==> src/rtl/addsub_seq_pkg.sv <==
// Shared types and constants for the digit-serial add/subtract sequencer.
package addsub_seq_pkg;

  localparam int unsigned SLICE_W = 3;

  typedef enum logic [1:0] {
    StIdle,
    StRun,
    StDone
  } state_e;

  // Digit index width, never narrower than one bit.
  function automatic int unsigned idx_width(input int unsigned digits);
    return (digits > 1) ? $clog2(digits) : 1;
  endfunction

endpackage

==> src/rtl/addsub_seq_ctrl_if.sv <==
// Request/response bundle between a requester and addsub_seq_ctrl.
interface addsub_seq_ctrl_if #(
  parameter int unsigned DIGITS = 3
);
  import addsub_seq_pkg::*;

  localparam int unsigned W = SLICE_W * DIGITS;

  logic         in_valid;
  logic         in_ready;
  logic [W-1:0] a;
  logic [W-1:0] b;
  logic         sub;
  logic         out_valid;
  logic         out_ready;
  logic [W-1:0] result;
  logic         carry;
  logic         overflow;
  logic         busy;

  modport master (
    output in_valid, a, b, sub, out_ready,
    input  in_ready, out_valid, result, carry, overflow, busy
  );

  modport slave (
    input  in_valid, a, b, sub, out_ready,
    output in_ready, out_valid, result, carry, overflow, busy
  );

endinterface

==> src/rtl/addsub_slice3.sv <==
// Combinational 3-bit ripple add slice made of one-bit full adders.
module addsub_slice3
  import addsub_seq_pkg::*;
(
  input  logic [SLICE_W-1:0] x,
  input  logic [SLICE_W-1:0] y,
  input  logic               ci,
  output logic [SLICE_W-1:0] s,
  output logic               co,
  output logic               c_msb_in
);

  logic [SLICE_W:0] c;

  always_comb begin
    s    = '0;
    c    = '0;
    c[0] = ci;
    for (int i = 0; i < SLICE_W; i++) begin
      s[i]     = x[i] ^ y[i] ^ c[i];
      c[i + 1] = (x[i] & y[i]) | (c[i] & (x[i] ^ y[i]));
    end
  end

  assign co       = c[SLICE_W];
  assign c_msb_in = c[SLICE_W-1];

endmodule

==> src/rtl/addsub_seq_ctrl.sv <==
// Digit-serial two's-complement add/subtract through one shared 3-bit slice, LSB first.
// Define ADDSUB_SEQ_SAT_EN to clamp the result on signed overflow.
module addsub_seq_ctrl
  import addsub_seq_pkg::*;
#(
  parameter int unsigned DIGITS = 3
) (
  input logic              clk,
  input logic              rst,
  addsub_seq_ctrl_if.slave bus
);

  localparam int unsigned     W         = SLICE_W * DIGITS;
  localparam int unsigned     IdxW      = idx_width(DIGITS);
  localparam logic [IdxW-1:0] LastIdx   = IdxW'(DIGITS - 1);
  localparam logic [W-1:0]    SliceMask = W'({SLICE_W{1'b1}});
`ifdef ADDSUB_SEQ_SAT_EN
  localparam logic [W-1:0]    PosSat    = {1'b0, {(W - 1){1'b1}}};
  localparam logic [W-1:0]    NegSat    = {1'b1, {(W - 1){1'b0}}};
`endif

  state_e          state_q, state_d;
  logic [W-1:0]    a_q, a_d;
  logic [W-1:0]    b_q, b_d;
  logic [IdxW-1:0] k_q, k_d;
  logic            cy_q, cy_d;
  logic [W-1:0]    res_q, res_d;
  logic            carry_q, carry_d;
  logic            ovf_q, ovf_d;

  logic            in_ready;
  logic            accept;
  logic            last;
  logic [31:0]     sh;
  logic [W-1:0]    a_sh, b_sh;
  logic [SLICE_W-1:0] x, y, s;
  logic            co, c_msb_in, ovf_now;

  assign in_ready = (state_q == StIdle) & ~rst;
  assign accept   = in_ready & bus.in_valid;
  assign last     = (k_q == LastIdx);

  // Select the current digit of each latched operand by shifting it down to bit 0.
  assign sh      = 32'(k_q) * SLICE_W;
  assign a_sh    = a_q >> sh;
  assign b_sh    = b_q >> sh;
  assign x       = a_sh[SLICE_W-1:0];
  assign y       = b_sh[SLICE_W-1:0];
  assign ovf_now = c_msb_in ^ co;

  addsub_slice3 u_slice (
    .x        (x),
    .y        (y),
    .ci       (cy_q),
    .s        (s),
    .co       (co),
    .c_msb_in (c_msb_in)
  );

  // State register.
  always_ff @(posedge clk) begin
    if (rst) begin
      state_q <= StIdle;
    end else begin
      state_q <= state_d;
    end
  end

  // Next-state logic.
  always_comb begin
    state_d = state_q;
    unique case (state_q)
      StIdle:  if (accept)        state_d = StRun;
      StRun:   if (last)          state_d = StDone;
      StDone:  if (bus.out_ready) state_d = StIdle;
      default:                    state_d = StIdle;
    endcase
  end

  // Outputs.
  always_comb begin
    bus.in_ready  = in_ready;
    bus.out_valid = (state_q == StDone);
    bus.busy      = (state_q != StIdle);
    bus.result    = res_q;
    bus.carry     = carry_q;
    bus.overflow  = ovf_q;
  end

  // Datapath registers.
  always_ff @(posedge clk) begin
    if (rst) begin
      a_q     <= '0;
      b_q     <= '0;
      k_q     <= '0;
      cy_q    <= 1'b0;
      res_q   <= '0;
      carry_q <= 1'b0;
      ovf_q   <= 1'b0;
    end else begin
      a_q     <= a_d;
      b_q     <= b_d;
      k_q     <= k_d;
      cy_q    <= cy_d;
      res_q   <= res_d;
      carry_q <= carry_d;
      ovf_q   <= ovf_d;
    end
  end

  always_comb begin
    a_d     = a_q;
    b_d     = b_q;
    k_d     = k_q;
    cy_d    = cy_q;
    res_d   = res_q;
    carry_d = carry_q;
    ovf_d   = ovf_q;
    unique case (state_q)
      StIdle: begin
        if (accept) begin
          // Subtract is A + ~B + 1: invert B once here, seed the carry with sub.
          a_d     = bus.a;
          b_d     = bus.sub ? ~bus.b : bus.b;
          cy_d    = bus.sub;
          k_d     = '0;
          res_d   = '0;
          carry_d = 1'b0;
          ovf_d   = 1'b0;
        end
      end
      StRun: begin
        res_d = (res_q & ~(SliceMask << sh)) | (W'(s) << sh);
        cy_d  = co;
        if (last) begin
          carry_d = co;
          ovf_d   = ovf_now;
`ifdef ADDSUB_SEQ_SAT_EN
          // On overflow both effective operands share a sign; a_q's MSB gives it.
          if (ovf_now) begin
            res_d = a_q[W-1] ? NegSat : PosSat;
          end
`endif
        end else begin
          k_d = k_q + IdxW'(1);
        end
      end
      default: ;
    endcase
  end

endmodule

==> src/flat_wrapper.sv <==
// flat-port wrapper written by rule: the top's interface ports become plain ports
module addsub_seq_ctrl_flat import addsub_seq_pkg::*;
#(
  parameter int unsigned DIGITS = 3
)
  (clk, rst, bus_in_valid, bus_a, bus_b, bus_sub, bus_out_ready, bus_in_ready, bus_out_valid, bus_result, bus_carry, bus_overflow, bus_busy);
  addsub_seq_ctrl_if #(.DIGITS(DIGITS)) bus_i ();
  input logic clk;
  input logic rst;
  input wire logic [$bits(bus_i.in_valid)-1:0] bus_in_valid;
  input wire logic [$bits(bus_i.a)-1:0] bus_a;
  input wire logic [$bits(bus_i.b)-1:0] bus_b;
  input wire logic [$bits(bus_i.sub)-1:0] bus_sub;
  input wire logic [$bits(bus_i.out_ready)-1:0] bus_out_ready;
  output wire logic [$bits(bus_i.in_ready)-1:0] bus_in_ready;
  output wire logic [$bits(bus_i.out_valid)-1:0] bus_out_valid;
  output wire logic [$bits(bus_i.result)-1:0] bus_result;
  output wire logic [$bits(bus_i.carry)-1:0] bus_carry;
  output wire logic [$bits(bus_i.overflow)-1:0] bus_overflow;
  output wire logic [$bits(bus_i.busy)-1:0] bus_busy;
  assign bus_i.in_valid = bus_in_valid;
  assign bus_i.a = bus_a;
  assign bus_i.b = bus_b;
  assign bus_i.sub = bus_sub;
  assign bus_i.out_ready = bus_out_ready;
  assign bus_in_ready = bus_i.in_ready;
  assign bus_out_valid = bus_i.out_valid;
  assign bus_result = bus_i.result;
  assign bus_carry = bus_i.carry;
  assign bus_overflow = bus_i.overflow;
  assign bus_busy = bus_i.busy;
  addsub_seq_ctrl #(.DIGITS(DIGITS)) u_core (.clk(clk), .rst(rst), .bus(bus_i));
endmodule
==> config.mk <==
export PLATFORM = sky130hd
export DESIGN_NAME = addsub_seq_ctrl_flat
export DESIGN_NICKNAME = d
export VERILOG_FILES = /design/src/rtl/addsub_seq_pkg.sv /design/src/rtl/addsub_seq_ctrl_if.sv /design/src/rtl/addsub_slice3.sv /design/src/rtl/addsub_seq_ctrl.sv /design/src/flat_wrapper.sv
export SDC_FILE = /design/constraint.sdc
export NUM_CORES = 1
export LEC_CHECK = 0
export CAP_MARGIN = 20
export CORE_UTILIZATION = 45
export DETAILED_ROUTE_END_ITERATION = 8
export MAX_ROUTING_LAYER = met4
export PLACE_DENSITY = 0.75
export SLEW_MARGIN = 25
export SYNTH_ARGS = -nofsm -noshare
export SYNTH_HDL_FRONTEND = slang
export SYNTH_HIERARCHICAL = 1
export SYNTH_SLANG_ARGS = --single-unit
==> constraint.sdc <==
create_clock -name clk -period 2.7 [get_ports clk]
set_clock_uncertainty 0.1 [all_clocks]
set_input_delay 0.405 -clock clk [delete_from_list [all_inputs] [get_ports clk]]
set_output_delay 0.405 -clock clk [all_outputs]
set_load 0.05 [all_outputs]
After elaboration in Yosys (flattened, before gate mapping)
Cells that the tools add are included.
{"block": "op_classes", "add_sub_neg": 1, "n_mul": 1, "eq_ne": 7, "n_shift": 4, "mux": 17, "bitwise_logic": 23, "n_reduce_logical": 8}
{"operator": "2-to-1 mux 9 bit", "n": 2}
{"operator": "NOT 9 bit", "n": 2}
{"operator": "case mux 9 bit (2 select lines)", "n": 1}
{"operator": ">> shifter 9 x 4 -> 3 bit", "n": 2}
{"operator": "2-to-1 mux 2 bit", "n": 5}
{"operator": "bitwise AND 9 bit", "n": 1}
{"operator": "bitwise OR 9 bit", "n": 1}
{"operator": "AND reduction 3 bit", "n": 3}
{"operator": "<< shifter 3 x 4 -> 9 bit", "n": 1}
{"operator": "<< shifter 3 x 4 -> 9 bit (first input constant)", "n": 1}
{"operator": "bitwise AND 1 bit", "n": 8}
{"operator": "bitwise XOR 1 bit", "n": 7}
{"operator": "case mux 1 bit (2 select lines)", "n": 3}
{"operator": "case mux 2 bit (3 select lines)", "n": 1}
{"operator": "== test 2 bit (second input constant)", "n": 2}
{"operator": "multiplier 2 x 2 -> 4 bit (second input constant)", "n": 1}
{"operator": "2-to-1 mux 1 bit", "n": 4}
{"operator": "inequality test 2 x 1 -> 1 bit (second input constant)", "n": 2}
{"operator": "inequality test 2 bit (second input constant)", "n": 2}
{"operator": "case mux 2 bit (2 select lines)", "n": 1}
{"operator": "AND reduction 2 bit", "n": 2}
{"operator": "nonzero test 2 bit", "n": 2}
{"operator": "bitwise OR 1 bit", "n": 3}
{"operator": "adder 2 x 1 -> 2 bit (second input constant)", "n": 1}
{"operator": "other kinds (3)", "n": 3}
{"block": "word_totals", "reg_bits": 34, "inputBits": 23, "output_inout_bits": 14, "elab_cells": 69}

Longest topological paths before layout
{"block": "depth", "depth_word": 12, "mapped_depth": 12, "mapped_depth_nobuf": 10}

Cells and area by module
Netlist, hierarchy kept.
{"module": "addsub_seq_ctrl", "n_inst": 1, "cells_each": 174, "area_per_inst_um2": 1676.6, "seq_area_each_um2": 680.7}
{"module": "addsub_slice3", "n_inst": 1, "cells_each": 11, "area_per_inst_um2": 90.1, "seq_area_each_um2": 0.0}

Worst setup path before layout
No wires, ideal clock.
{"block": "synth_path", "path_type": "register -> register", "startpoint": "register u_core.k_q[1]", "endpoint": "register u_core.res_q[2], in the netlist u_core/bus.result[2]", "setup_ns": 0.117, "t_arrival_ns": 2.625, "required_ns": 2.483, "path_slack_ns": -0.142, "stages_incl_launch_ff": 11, "n_path_buf": 2, "period_less_slack_ns": 2.842, "cell_sequence": "dfxtp_1 -> clkbuf_1 -> buf_2 -> mux2i_1 -> o22ai_1 -> inv_1 -> fa_1 -> fa_1 -> inv_1 -> fa_1 -> a32o_1"}
{"block": "synth_between", "elab_chain_len": 11, "elab_cells_between_ends": 21, "cone_classes": "mul: 1; shift: 4; mux: 1; bitwise: 15"}
{"item": "from (decl)", "line": "addsub_seq_ctrl.sv:25", "source": "logic [IdxW-1:0] k_q, k_d;"}
{"item": "from (signal assigned)", "line": "addsub_seq_ctrl.sv:103", "source": "k_q <= k_d;"}
{"item": "multiplier 2 x 2 -> 4 bit (*)", "line": "addsub_seq_ctrl.sv:44", "source": "assign sh = 32'(k_q) * SLICE_W;"}
{"item": ">> shifter 9 x 4 -> 3 bit (*)", "line": "addsub_seq_ctrl.sv:46", "source": "assign b_sh = b_q >> sh;"}
{"item": "via u_core.b_sh[0]", "line": "addsub_seq_ctrl.sv:35", "source": "logic [W-1:0] a_sh, b_sh;"}
{"item": "bitwise XOR 1 bit", "line": "addsub_slice3.sv:21", "source": "c[i + 1] = (x[i] & y[i]) | (c[i] & (x[i] ^ y[i]));"}
{"item": "bitwise AND 1 bit", "line": "addsub_slice3.sv:21"}
{"item": "bitwise OR 1 bit (*)", "line": "addsub_slice3.sv:21"}
{"item": "bitwise AND 1 bit (*)", "line": "addsub_slice3.sv:21"}
{"item": "bitwise OR 1 bit (*)", "line": "addsub_slice3.sv:21"}
{"item": "via u_core.c_msb_in", "line": "addsub_seq_ctrl.sv:37", "source": "logic co, c_msb_in, ovf_now;"}
{"item": "bitwise XOR 1 bit (*)", "line": "addsub_slice3.sv:20", "source": "s[i] = x[i] ^ y[i] ^ c[i];"}
{"item": "via u_core.s[2]", "line": "addsub_seq_ctrl.sv:36", "source": "logic [SLICE_W-1:0] x, y, s;"}
{"item": "<< shifter 3 x 4 -> 9 bit (*)", "line": "addsub_seq_ctrl.sv:133", "source": "res_d = (res_q & ~(SliceMask << sh)) | (W'(s) << sh);"}
{"item": "bitwise OR 9 bit (*)", "line": "addsub_seq_ctrl.sv:133"}
{"item": "case mux 9 bit (2 select lines) (*)", "line": "addsub_seq_ctrl.sv:119", "source": "unique case (state_q)"}
{"item": "to (signal assigned)", "line": "addsub_seq_ctrl.sv:105", "source": "res_q <= res_d;"}
{"item": "to (decl)", "line": "addsub_seq_ctrl.sv:27", "source": "logic [W-1:0] res_q, res_d;"}
Mark *: on every way through the listed nets, which the timed path passes. The rest lies on a longest branch.
A chain may end at the register's enable or synchronous reset.

Worst setup path in the final report
{"block": "layout_path", "startpoint": "register u_core.k_q[0]", "endpoint": "register u_core.res_q[5], in the netlist u_core/bus.result[5]"}
{"block": "layout_between", "elab_chain_len": 11, "elab_cells_between_ends": 21, "cone_classes": "mul: 1; shift: 4; mux: 1; bitwise: 15"}
{"item": "multiplier 2 x 2 -> 4 bit (*)", "line": "addsub_seq_ctrl.sv:44"}
{"item": ">> shifter 9 x 4 -> 3 bit (*)", "line": "addsub_seq_ctrl.sv:45", "source": "assign a_sh = a_q >> sh;"}
{"item": "via u_core.a_sh[0]", "line": "addsub_seq_ctrl.sv:35"}
{"item": "bitwise XOR 1 bit", "line": "addsub_slice3.sv:21"}
{"item": "bitwise AND 1 bit", "line": "addsub_slice3.sv:21"}
{"item": "bitwise OR 1 bit (*)", "line": "addsub_slice3.sv:21"}
{"item": "bitwise AND 1 bit (*)", "line": "addsub_slice3.sv:21"}
{"item": "bitwise OR 1 bit (*)", "line": "addsub_slice3.sv:21"}
{"item": "via u_core.c_msb_in", "line": "addsub_seq_ctrl.sv:37"}
{"item": "bitwise XOR 1 bit (*)", "line": "addsub_slice3.sv:20"}
{"item": "via u_core.s[2]", "line": "addsub_seq_ctrl.sv:36"}
{"item": "<< shifter 3 x 4 -> 9 bit (*)", "line": "addsub_seq_ctrl.sv:133"}
{"item": "bitwise OR 9 bit (*)", "line": "addsub_seq_ctrl.sv:133"}
{"item": "case mux 9 bit (2 select lines) (*)", "line": "addsub_seq_ctrl.sv:119"}
Marks and branches as above.

==> run metrics <==
CTS clk-pin slew, worst paths 0.06 ns; R2R Path Start u_core/k_q[0]; # hold bufs at CTS 0; Net Count, Synth 214; Worst Hold Class flop to flop; total number of vias between 1000 and 1500; Pins Over Slew Limit 0; Comb pwr share 21.0%; Synth Cell Area 1767 sq um; die area between 4000 and 5000 sq um; power per cell area a little over 500 nW/um^2; cell chain of the critical path buf_4, o22ai_1, inv_1, fa_1, fa_1, inv_1, fa_1, a32o_1; worst reg2reg setup slack 0.11 ns; Die W 64.66 um; Clock Sinks 34; Placer Congestion 0.8400; Final Setup Violations 0; DR DRC count 0; setup TNS 0 ns; vias in the first global route 1329; ys async rst share 0%; Post-synth EDFFs 0; NumNets Final 249; most common cell after layout, fill and taps aside clkdlybuf4s50_1; cell leakage power ~0.81 nW; Row Count 22; Hold EP u_core/bus.result[3]; Flop pwr share between 40 and 50%; Avg Synthesized Cell Area around 9.5 sq um; WS Path Type flop to flop; distinct cell type count of the synthesized netlist 33; Yosys reg bits 34; TritonCTS Buffers 5; final wirelength 3.307 mm; total gr overflow 0; Worst Path Arrival 2.66 ns; Most used DFF post-synth dfxtp_1; Initial DRC Count 93; critical path depth 8; later-pin clock latency in the skew report 0.27 ns; final hold vios 0; RSZ-0062 raised after global routing no; FMAX 0.3865 GHz; diode count 0; Synth warnings 6; DRT Pass-1 Iters 5; element type at the critical path end flop; Seq/Total Area, Yosys 38.53%; ratio of cells with drive above 1 in the final layout 19.09%; Worst Path Max Fanout 6; Sw Share 27.65%; H-tree Lvls 2; Max Cap Viol 0; Core ar. around 3700 sq um; Initial Util 47.54%; dpl hpwl ~2.5 mm; total global-route track usage approximately a fifth; CTS tree built; status completed; Tmin final 2.587 ns; Core Util, Final between 60% and 70%; Port Buffer Count 36; Die Y around 65 um; clock share of power roughly 30%; hold-critical path depth 1; required time of the critical path 2.77 ns; Pint about 820 uW; crit start category flop; R2R cell count 8; Gate Count Post-Synth 185; Area Growth Syn to Fin 26.70%; PnR Total Power 1.130 mW; final period utilization 95.83%; root buf cell clkbuf_8; commonest cells after routing, fill and taps aside clkdlybuf4s50_1 (35), dfxtp_1 (33), nand2_1 (16), inv_1 (12), nand2b_1 (10); r2r endpoint u_core/bus.result[5]; hold slack final ~0.36 ns; switching power 312.5 uW; clock buffer depth 2; CP max stage delay 0.49 ns; CP most frequent cell fa_1; Top Ports 37; ANT nets after route 0; initial antenna violation count 0; largest net degree at the start of global routing 34; peak supply drop 0.2955 mV; WP buf/inv 3; slowest cell on the critical path fa_1; wire length per cell 12.34 um; hold path startpoint u_core/bus.result[3]; family with the most delay on the worst path adder cells; Least-Margin Pin Slew between 0.5 and 0.6 ns; first-pass GRT wire length 5.733 mm; Vias per Instance about 5.1; worst relative slew slack approximately 66%; Setup Buffers After CTS 0
[synth_stat cells, types with 2 or more instances]
library cell	instances	share of area, %
nor2_1	6	1.3
mux2_2	3	1.9
a21oi_1	7	2.0
mux2i_1	6	3.4
nor2b_1	2	0.71
o21ai_2	9	4.5
buf_4	2	0.85
nand3b_2	9	5.7
nor3_1	4	1.1
inv_1	12	2.5
o22ai_1	6	2.1
ha_1	3	2.1
a32o_1	9	5.1
fa_1	3	3.4
buf_6	3	1.9
nand2_1	16	3.4
nand3_2	2	1.1
nand3_1	2	0.57
o21ai_1	9	2.5
nand2b_1	10	3.5
buf_2	4	1.1
xnor2_1	9	4.5
dfxtp_1	34	39
clkbuf_1	6	1.3
[state kept, by name, summed over array words and instances, names as in the netlist]
signal,count
u_core/b_q,9
u_core/bus.overflow,1
u_core/k_q,2
u_core/cy_q,1
u_core/state_q,2
u_core/a_q,9
u_core/bus.carry,1
u_core/bus.result,9
[worst max-delay path by stage]
stage	to	start	slack, ns
4_1_cts	u_core/bus.result[5]	u_core/k_q[1]	0.10
5_1_grt	u_core/bus.result[5]	u_core/k_q[0]	0.04
3_3_place_gp	u_core/bus.result[8]	u_core/k_q[1]	0.19
6_report	u_core/bus.result[5]	u_core/k_q[0]	0.11
2_1_floorplan	u_core/bus.result[2]	u_core/k_q[1]	0.001
3_5_place_dp	u_core/bus.result[2]	u_core/k_q[1]	0.14
[what timing repair did]
item | CTS | global route
hold endpoints to repair | 0 | 0
resized for setup | 0 | 1
setup endpoints to repair | 0 | 3
[through the flow]
stage / instance area, sq um / worst slack (ns) / cells
after detailed placement: 2158 / 0.1371 / 261
after global placement: 2158 / 0.1862 / 261
after CTS: 2237 / 0.1025 / 268
after floorplan: 1775 / 0.001363 / 185
after global routing: 2238 / 0.03692 / 268
final: 2238 / 0.1126 / 268
[cells by family (layout without fill, tap and decap cells)]
| kind of cell | after synthesis | count (layout) | synth area share (%) |
|---|---|---|---|
| xor gates and xnor gates | 10 | 10 | 4.958 |
| muxes | 9 | 9 | 5.312 |
| AOI/OAI and AO/OA | 42 | 42 | 17.28 |
| and+or+nand+nor | 57 | 57 | 20.68 |
| DFF | 34 | 34 | 38.53 |
| buffers and inverters | 27 | 62 | 7.719 |
| adders and majority gates | 6 | 6 | 5.524 |
[per-layer routing]
layer / GRT usage (%) / up-vias / share of wire [%]
met5: - / - / 0
met4: 7.222 / 0 / 2.3
met3: 6.690 / 9 / 4.0
met2: 29.74 / 37 / 47
met1: 21.37 / 613 / 47
li1: - / 706 / -
[layout make-up]
type | count | area (sq um)
clock inverters | 2 | 10.01
inverters | 12 | 45.04
well taps | 48 | 60.06
multi-input cells | 124 | 949.7
repair buffers | 43 | 422.9
clock buffers | 5 | 68.82
fillers | 343 | 1478
flip-flops and latches | 34 | 681.9
[power by group through the flow]
stage,Sequential (mW),Combinational (mW),Clock (mW)
floorplan,0.567,0.160,0
global placement,0.565,0.233,0
detailed placement,0.565,0.236,0
CTS,0.554,0.238,0.349
global route,0.558,0.260,0.381
finish,0.554,0.238,0.339
(Power assumes the default switching activity.)
